--- src/rtl/vram_wr_arb.sv ---
// Write arbiter for the text-mode video/color RAM: a full-screen clear engine
// takes priority over two round-robin requesters, one registered write per cycle.
module vram_wr_arb #(
  parameter int         SCREEN_CELLS = 2000,
  parameter logic [7:0] CLR_CHAR     = 8'h20,
  parameter logic [7:0] CLR_ATTR     = 8'h07
) (
  input  logic        i_clk,
  input  logic        i_rst_l,
  input  logic        i_a_req_h,
  input  logic [10:0] i_a_adr,
  input  logic [7:0]  i_a_chr,
  input  logic [7:0]  i_a_attr,
  output logic        o_a_ack_h,
  input  logic        i_b_req_h,
  input  logic [10:0] i_b_adr,
  input  logic [7:0]  i_b_chr,
  input  logic [7:0]  i_b_attr,
  output logic        o_b_ack_h,
  input  logic        i_clr_start_h,
  output logic        o_clr_busy_h,
  output logic [10:0] o_vram_adr,
  output logic [7:0]  o_vram_data,
  output logic [7:0]  o_cram_data,
  output logic        o_vram_wr_h,
  output logic        o_oor_h
);

  // Handshake: a requester raises req with stable adr/chr/attr and holds them
  // until it sees a one-cycle ack; the cycle of the ack is dead for that
  // requester, so a req still high in the following cycle is a new request.

  localparam logic [10:0] LAST_ADR = 11'(SCREEN_CELLS - 1);

  typedef enum logic {
    ST_IDLE  = 1'b0,
    ST_CLEAR = 1'b1
  } state_t;

  state_t      state_q, state_d;
  logic [10:0] clr_cnt_q, clr_cnt_d;
  logic        last_b_q, last_b_d;
  logic        a_ack_q, a_ack_d;
  logic        b_ack_q, b_ack_d;
  logic        busy_q, busy_d;
  logic        wr_q, wr_d;
  logic        oor_q, oor_d;
  logic [10:0] adr_q, adr_d;
  logic [7:0]  chr_q, chr_d;
  logic [7:0]  attr_q, attr_d;

  logic elig_a, elig_b, grant_a, grant_b;

  always_comb begin
    state_d   = state_q;
    clr_cnt_d = clr_cnt_q;
    last_b_d  = last_b_q;
    a_ack_d   = 1'b0;
    b_ack_d   = 1'b0;
    busy_d    = busy_q;
    wr_d      = 1'b0;
    oor_d     = 1'b0;
    adr_d     = adr_q;
    chr_d     = chr_q;
    attr_d    = attr_q;
    elig_a    = i_a_req_h & ~a_ack_q;
    elig_b    = i_b_req_h & ~b_ack_q;
    grant_a   = 1'b0;
    grant_b   = 1'b0;

    case (state_q)
      ST_IDLE: begin
        if (i_clr_start_h) begin
          // First clear write goes out on the start edge itself.
          state_d   = ST_CLEAR;
          clr_cnt_d = 11'd0;
          busy_d    = 1'b1;
          wr_d      = 1'b1;
          adr_d     = 11'd0;
          chr_d     = CLR_CHAR;
          attr_d    = CLR_ATTR;
        end else begin
          // On a tie, A wins only if B was granted last.
          grant_a = elig_a & (~elig_b | last_b_q);
          grant_b = elig_b & ~grant_a;
          if (grant_a | grant_b) begin
            last_b_d = grant_b;
            a_ack_d  = grant_a;
            b_ack_d  = grant_b;
            adr_d    = grant_a ? i_a_adr  : i_b_adr;
            chr_d    = grant_a ? i_a_chr  : i_b_chr;
            attr_d   = grant_a ? i_a_attr : i_b_attr;
            wr_d     = (adr_d <= LAST_ADR);
            oor_d    = ~wr_d;
          end
        end
      end
      ST_CLEAR: begin
        if (clr_cnt_q == LAST_ADR) begin
          state_d = ST_IDLE;
          busy_d  = 1'b0;
        end else begin
          clr_cnt_d = clr_cnt_q + 11'd1;
          adr_d     = clr_cnt_d;
          chr_d     = CLR_CHAR;
          attr_d    = CLR_ATTR;
          wr_d      = 1'b1;
        end
      end
      default: state_d = ST_IDLE;
    endcase
  end

  always_ff @(posedge i_clk or negedge i_rst_l) begin
    if (!i_rst_l) begin
      state_q   <= ST_IDLE;
      clr_cnt_q <= 11'd0;
      last_b_q  <= 1'b1;
      a_ack_q   <= 1'b0;
      b_ack_q   <= 1'b0;
      busy_q    <= 1'b0;
      wr_q      <= 1'b0;
      oor_q     <= 1'b0;
      adr_q     <= 11'd0;
      chr_q     <= 8'd0;
      attr_q    <= 8'd0;
    end else begin
      state_q   <= state_d;
      clr_cnt_q <= clr_cnt_d;
      last_b_q  <= last_b_d;
      a_ack_q   <= a_ack_d;
      b_ack_q   <= b_ack_d;
      busy_q    <= busy_d;
      wr_q      <= wr_d;
      oor_q     <= oor_d;
      adr_q     <= adr_d;
      chr_q     <= chr_d;
      attr_q    <= attr_d;
    end
  end

  assign o_a_ack_h    = a_ack_q;
  assign o_b_ack_h    = b_ack_q;
  assign o_clr_busy_h = busy_q;
  assign o_vram_wr_h  = wr_q;
  assign o_oor_h      = oor_q;
  assign o_vram_adr   = adr_q;
  assign o_vram_data  = chr_q;
  assign o_cram_data  = attr_q;

endmodule

--- config.mk ---
export PLATFORM = sky130hd
export DESIGN_NAME = vram_wr_arb
export DESIGN_NICKNAME = d
export VERILOG_FILES = /design/src/rtl/vram_wr_arb.sv
export SDC_FILE = /design/constraint.sdc
export NUM_CORES = 1
export LEC_CHECK = 0
export CAP_MARGIN = 25
export CORE_UTILIZATION = 50
export CTS_BUF_LIST = sky130_fd_sc_hd__clkbuf_4
export CTS_CLUSTER_SIZE = 14
export DETAILED_ROUTE_END_ITERATION = 10
export HOLD_SLACK_MARGIN = 0.05
export PLACE_DENSITY = 0.88
export SYNTH_ARGS = -nofsm -noshare
export SYNTH_HDL_FRONTEND = slang
export SYNTH_SLANG_ARGS = --single-unit
--- constraint.sdc ---
create_clock -name i_clk -period 3.9 [get_ports i_clk]
set_input_delay 0.78 -clock i_clk [delete_from_list [all_inputs] [get_ports i_clk]]
set_output_delay 0.78 -clock i_clk [all_outputs]
set_load 0.1 [all_outputs]
==> impl_metrics.csv, run 1 <==
group,metric,value,unit
synth,synth_edf_count,0,
routing,first_pass_iters,4,
routing,viasPerCell,6.01,
run_status,status,"complete, no violations",
routing,drt_iter0_markers,256,
sta,rsz0062_at_grt,"false",
sta,fin_tns_setup,0,ns
sta,drv_slew,0,
global_route,grt_pass1_wl,11700,um
setup_path,reg2reg_slack,1.25,ns
synth,synth_area_leaders,"dfrtp_1 (43%), o21ai_0 (7.3%), mux2i_1 (6.3%), o31ai_1 (4.4%), a21oi_1 (3.7%)",
sta,period_share,69.8,%
global_route,grt_pass1_vias,2395,
global_route,gr-usage-met1,38.7,%
finish,layout-drive-gt1-share,6.61,%
synth,ys_seq_area_share,44.4,%
synth,syn_nets,327,
power,p_leak,0.00145,uW
floorplanning,start_util,52.7,%
synth,ys_top_cells_by_count,"dfrtp_1 (44), o21ai_0 (37), a21oi_1 (19)",
power,p_per_area,454,nW/um^2
setup_path,crit_chain,"clkdlybuf4s50_1",
finish,multiInputGateArea,1250,um^2
setup_path,cp_max_fo,2,
finish,fin_util,73.1,%
global_route,antenna_found_initial,0,
synth,ys_types,45,
clock_network,cts_tree,"yes",
sta,final_hold_viol_count,0,
synth,synth_cells,267,
synth,synthesis.area,2540,um^2
setup_path,critPathBufInv,1,
finish,syn2layout_area_growth,38.8,%
setup_path,arrival,1.94,ns
sta,slew_headroom,28.5,%
floorplanning,rows,25,
routing,vias,2494,
finish,fin_cells,415,
setup_path,critPathTopFamily,"buffers and inverters",
finish,diodes,0,
floorplanning,die_w,73.2,um
synth,ys_warn_count,0,
finish,final_cell_area,3520,um^2
clock_network,cts_resized,0,
synth,synth_mux_area_share,7.20,%
setup_path,critical-path-slowest-cell,"clkdlybuf4s50_1",
place,post_dp_cell_area,3420,um^2
synth,synth-seq-cells,45,
finish,num-nets-final,407,
finish,fill_cells,385,
power,vdd_ir_drop_max,0.000565,V
place,place_hpwl,5210,um
synth,synth_top_family_by_area,"compound AO/OA/AOI/OAI gates",
floorplanning,die_y,73.2,um
finish,seq_area,1130,um^2
synth,synthXorXnorAreaFrac,0.690,%
clock_network,cts_setup_buffers,0,
routing,antenna_left,0,
synth,synthSimpleGateAreaFrac,15.9,%
sta,max_freq,0.367,GHz
setup_path,worstSetupStartpointType,"register",
clock_network,clockBufferDepth,2,
setup_path,cpPeakStageDelay,1.15,ns
clock_network,cts-buffers-inserted,5,
synth,ys.flop_type,"dfrtp_1",
sta,worst_pin_slew,1.07,ns
floorplanning,core,4820,um^2
synth,async_flop_share,100,%
routing,drc,0,
clock_network,root_buffer,"clkbuf_4",
clock_network,htree_levels,2,
place,dp.cells,406,
clock_network,cts.sinks,45,
sta,report.final.setup_viol,0,
sta,fin_skew,0.0198,ns
clock_network,postCtsHoldBufs,0,
clock_network,clk_pin_slew,0.15,ns
global_route,grt.overflow.total,0,
floorplanning,ios,91,
setup_path,cp.required,3.12,ns
global_route,busiest_layer,"met2",
job,drv_cap,0,
global_route,track_usage,29.0,%
synth,synth-compound-area-share,25.1,%
clock_network,insertion_delay,0.38,ns
routing,totalWireLength,7210,um
global_route,grt_max_degree,46,
global_route,met3_usage,6.35,%
synth,synth.largest_area_cell,"dfrtp_1",
routing,wire_per_inst,17.4,um
place,io_buffers,90,
sta,min_period,2.72,ns
synth,synthAdderAreaFrac,0.493,%
place,routabilityCongestion,0.824,
setup_path,path_class,"register to output port",
floorplanning,dieArea,5360,um^2
synth,synth.most_common_cell,"dfrtp_1",
min_path,hold_class,"primary input to asynchronous set/reset pin",
global_route,grt_use_met2,47.5,%
synth,synth.top_cell.area_share,43.4,%
synth,syn_avg_cell_area,9.50,um^2
setup_path,cp-end-kind,"output port",
where the power goes:
part           total (uW)  switching [uW]  leakage (uW)  internal [uW]
combinational         679             450      0.000848            230
sequential            628            83.6      0.000560            544
clock                 291             158     0.0000389            133
routing by layer:
layer  wire length, um  up-vias
met2              3440      142
li1                  -     1154
met3               693       13
met1              2970     1185
met4               100        0
met5                 0        -
layout make-up:
type                       count  area share [%]
multi-input combinational    194            35.6
sequential                    45            32.0
timing repair buffer          96            27.3
tap                           67            2.38
clock inverter                 3            1.17
clock buffer                   5            1.07
inverter                       5           0.533
kinds of logic (layout without fill, tap and decap cells):
| kind of cell | after synthesis | in the layout |
|---|---|---|
| and+or+nand+nor | 69 | 69 |
| DFF | 45 | 45 |
| xor gates and xnor gates | 2 | 2 |
| muxes | 18 | 18 |
| buffers and inverters | 28 | 109 |
| AOI/OAI and AO/OA | 104 | 104 |
| adders and majority gates | 1 | 1 |
metrics by stage:
stage / worst slack (ns) / power (uW) / hold slack (ns)
global route: 1.03 / 1670 / 0.386
floorplan: 1.82 / 1100 / 0.484
CTS: 1.17 / 1590 / 0.530
finish: 1.18 / 1600 / 0.365
detailed placement: 1.02 / 1310 / 0.497
global placement: 1.13 / 1290 / 0.492
cells in the final DEF (no fill, tap or decap), drive strengths merged, types with 2 or more instances in the layout:
master / count
clkdlybuf4s50: 89
dfrtp: 44
o21ai: 37
a21oi: 20
mux2i: 16
nand3: 16
o31ai: 15
nand2: 15
a31oi: 11
nor2: 7
buf: 7
a21o: 6
o22a: 6
nand4: 5
inv: 5
clkbuf: 5
nor3: 5
nand2b: 4
o211ai: 4
and3: 3
nor2b: 2
nor4: 2
and2: 2
mux2: 2
o31a: 2
xnor2: 2
registers in the layout (all words and copies together), names as in the netlist, 8 cells and up:
register / count
o_vram_data: 8
o_cram_data: 8
o_vram_adr: 11
clr_cnt_q: 11
worst paths after layout:
check	cells past startpoint	startpoint	endpoint
max	1	o_vram_adr[2]	o_vram_adr[2]
min	1	i_rst_l	o_cram_data[3]
max reg2reg	5	clr_cnt_q[0]	o_vram_adr[10]
min reg2reg	2	o_vram_data[2]	o_vram_data[2]
max in group asynchronous	2	i_rst_l	clr_cnt_q[4]
min in group i_clk	2	o_vram_data[2]	o_vram_data[2]
worst reg2reg max path, stage by stage, from the launching register on:
cell and delay (ns):
dfrtp_1 0.44, ha_1 0.33, nand4b_2 0.22, nor3_2 0.76, nor2_1 0.48, o22a_1 0.33
(Power assumes the default switching activity.)
==> run 2: changes to the inputs <==
--- a/config.mk
+++ b/config.mk
@@ -6,12 +6,12 @@
 export NUM_CORES = 1
 export LEC_CHECK = 0
 export CAP_MARGIN = 25
-export CORE_UTILIZATION = 50
+export CORE_UTILIZATION = 46
 export CTS_BUF_LIST = sky130_fd_sc_hd__clkbuf_4
 export CTS_CLUSTER_SIZE = 14
 export DETAILED_ROUTE_END_ITERATION = 10
 export HOLD_SLACK_MARGIN = 0.05
-export PLACE_DENSITY = 0.88
+export PLACE_DENSITY = 0.82
 export SYNTH_ARGS = -nofsm -noshare
 export SYNTH_HDL_FRONTEND = slang
 export SYNTH_SLANG_ARGS = --single-unit
==> constraint.sdc (replaced) <==
create_clock -name i_clk -period 2.6 [get_ports i_clk]
set_input_delay 0.52 -clock i_clk [delete_from_list [all_inputs] [get_ports i_clk]]
set_output_delay 0.52 -clock i_clk [all_outputs]
set_load 0.1 [all_outputs]
==> impl_metrics.csv, run 2 (synthesis gave the netlist of run 1 again) <==
group,metric,value,unit
clock_network,cts_resized,0,
sta,final_hold_viol_count,0,
min_path,hold_class,"primary input to asynchronous set/reset pin",
setup_path,cp.required,2.85,ns
run_status,status,"complete, no violations",
setup_path,reg2reg_slack,0.33,ns
place,post-place-ws,0.0250,ns
sta,fin_skew,0.0136,ns
place,io_buffers,90,
finish,num-nets-final,414,
floorplanning,dieArea,5820,um^2
floorplanning,ios,91,
clock_network,insertion_delay,0.36,ns
routing,drc,0,
finish,most-common-layout-cells,"clkdlybuf4s50_1 (57), buf_4 (45), dfrtp_1 (44)",
setup_path,crit_start,"clr_cnt_q[0]",
sta,report.final.setup_viol,0,
sta,rsz0062_at_grt,"false",
clock_network,clockBufferDepth,2,
power,p_leak,0.00151,uW
power,vdd_ir_drop_max,0.000616,V
clock_network,postCtsHoldBufs,0,
finish,final_common_cell,"clkdlybuf4s50_1",
finish,fill_cells,434,
clock_network,cts.sinks,45,
routing,vias,2477,
routing,drt_iter0_markers,213,
job,drv_cap,0,
sta,worst_slack,0.333,ns
routing,wire_per_inst,16.7,um
setup_path,worstReg2RegStart,"clr_cnt_q[0]",
global_route,track_usage,25.3,%
finish,diodes,0,
sta,fin_tns_setup,0,ns
sta,max_freq,0.441,GHz
routing,totalWireLength,7100,um
sta,min_period,2.27,ns
global_route,grt.overflow.total,0,
sta,period_share,87.2,%
setup_path,path_class,"register to register",
floorplanning,rows,26,
setup_path,cp-end-kind,"register",
sta,slew_headroom,30.7,%
setup_path,worstSetupStartpointType,"register",
place,routabilityCongestion,0.853,
sta,worst_pin_slew,1.04,ns
sta,drv_slew,0,
routing,first_pass_iters,4,
global_route,antenna_found_initial,0,
power,p_per_area,663,nW/um^2
setup_path,arrival,2.52,ns
place,place_hpwl,5380,um
clock_network,root_buffer,"clkbuf_4",
floorplanning,die_w,76.3,um
clock_network,cts-buffers-inserted,5,
floorplanning,die_y,76.3,um
floorplanning,core,5200,um^2
finish,layout-drive-gt1-share,17.7,%
global_route,grt_pass1_wl,11700,um
clock_network,clk_pin_slew,0.13,ns
setup_path,cp_max_fo,18,
global_route,grt_max_degree,27,
power,total_power,2290,uW
routing,viasPerCell,5.83,
global_route,grt_pass1_vias,2443,
floorplanning,start_util,48.8,%
clock_network,cts_tree,"yes",
finish,syn2layout_area_growth,36.3,%
clock_network,cts_setup_buffers,0,
clock_network,htree_levels,2,
routing,antenna_left,0,
-- run 2: cell types whose count changed in the layout (fill, tap and decap cells not counted), sizes merged --
cell | before | now
buf | 7 | 46
clkinv | 1 | 0
bufinv | 1 | 0
clkdlybuf4s50 | 89 | 57
clkbuf | 5 | 7
-- run 2: metal layers --
metal,global-route usage (%),up-vias,wire length [um]
met4,8.65,0,144
met2,42.1,104,3510
met1,32.0,1190,2950
met5,0,-,0
met3,6.11,14,499
li1,-,1169,-
-- run 2: layout make-up --
cell class                 instances  area [um^2]  share of cell area, %
clock buffer                       7         52.6                   1.52
clock inverter                     1         7.51                  0.217
inverter                           5         18.8                  0.542
multi-input combinational        194         1250                   36.2
sequential                        45         1130                   32.6
tap                               70         87.6                   2.53
timing repair buffer             103          913                   26.4
-- run 2: path summary, 6_finish.rpt --
kind / end / cells after the start
min reg2reg: o_cram_data[4] / 2
min: clr_cnt_q[2] / 1
max: o_vram_data[1] / 5
min in group i_clk: o_cram_data[4] / 2
max in group asynchronous: last_b_q / 2
max reg2reg: o_vram_data[1] / 5
-- run 2: metrics by stage --
step | util [%] | instances | instance area [um^2] | hold slack, ns
after floorplan | - | 267 | 2540 | 0.224
after detailed placement | 65.3 | 417 | 3400 | 0.495
after CTS | 66.5 | 425 | 3460 | 0.138
after global placement | 65.2 | 416 | 3390 | 0.482
final | 66.5 | 425 | 3460 | 0.127
after global routing | 66.5 | 425 | 3460 | 0.148
-- run 2: power breakdown --
group	total, uW	leakage (uW)	internal (uW)	switching, uW
Combinational	1000	0.000918	326	677
Clock	351	0.0000324	128	223
Sequential	939	0.000560	816	122
-- run 2: critical path: stages (launching register included) --
cell      delay (ns)
dfrtp_1         0.44
ha_1            0.33
nand4b_2        0.21
or3_1           0.70
nand2_2         0.35
o31ai_1         0.12
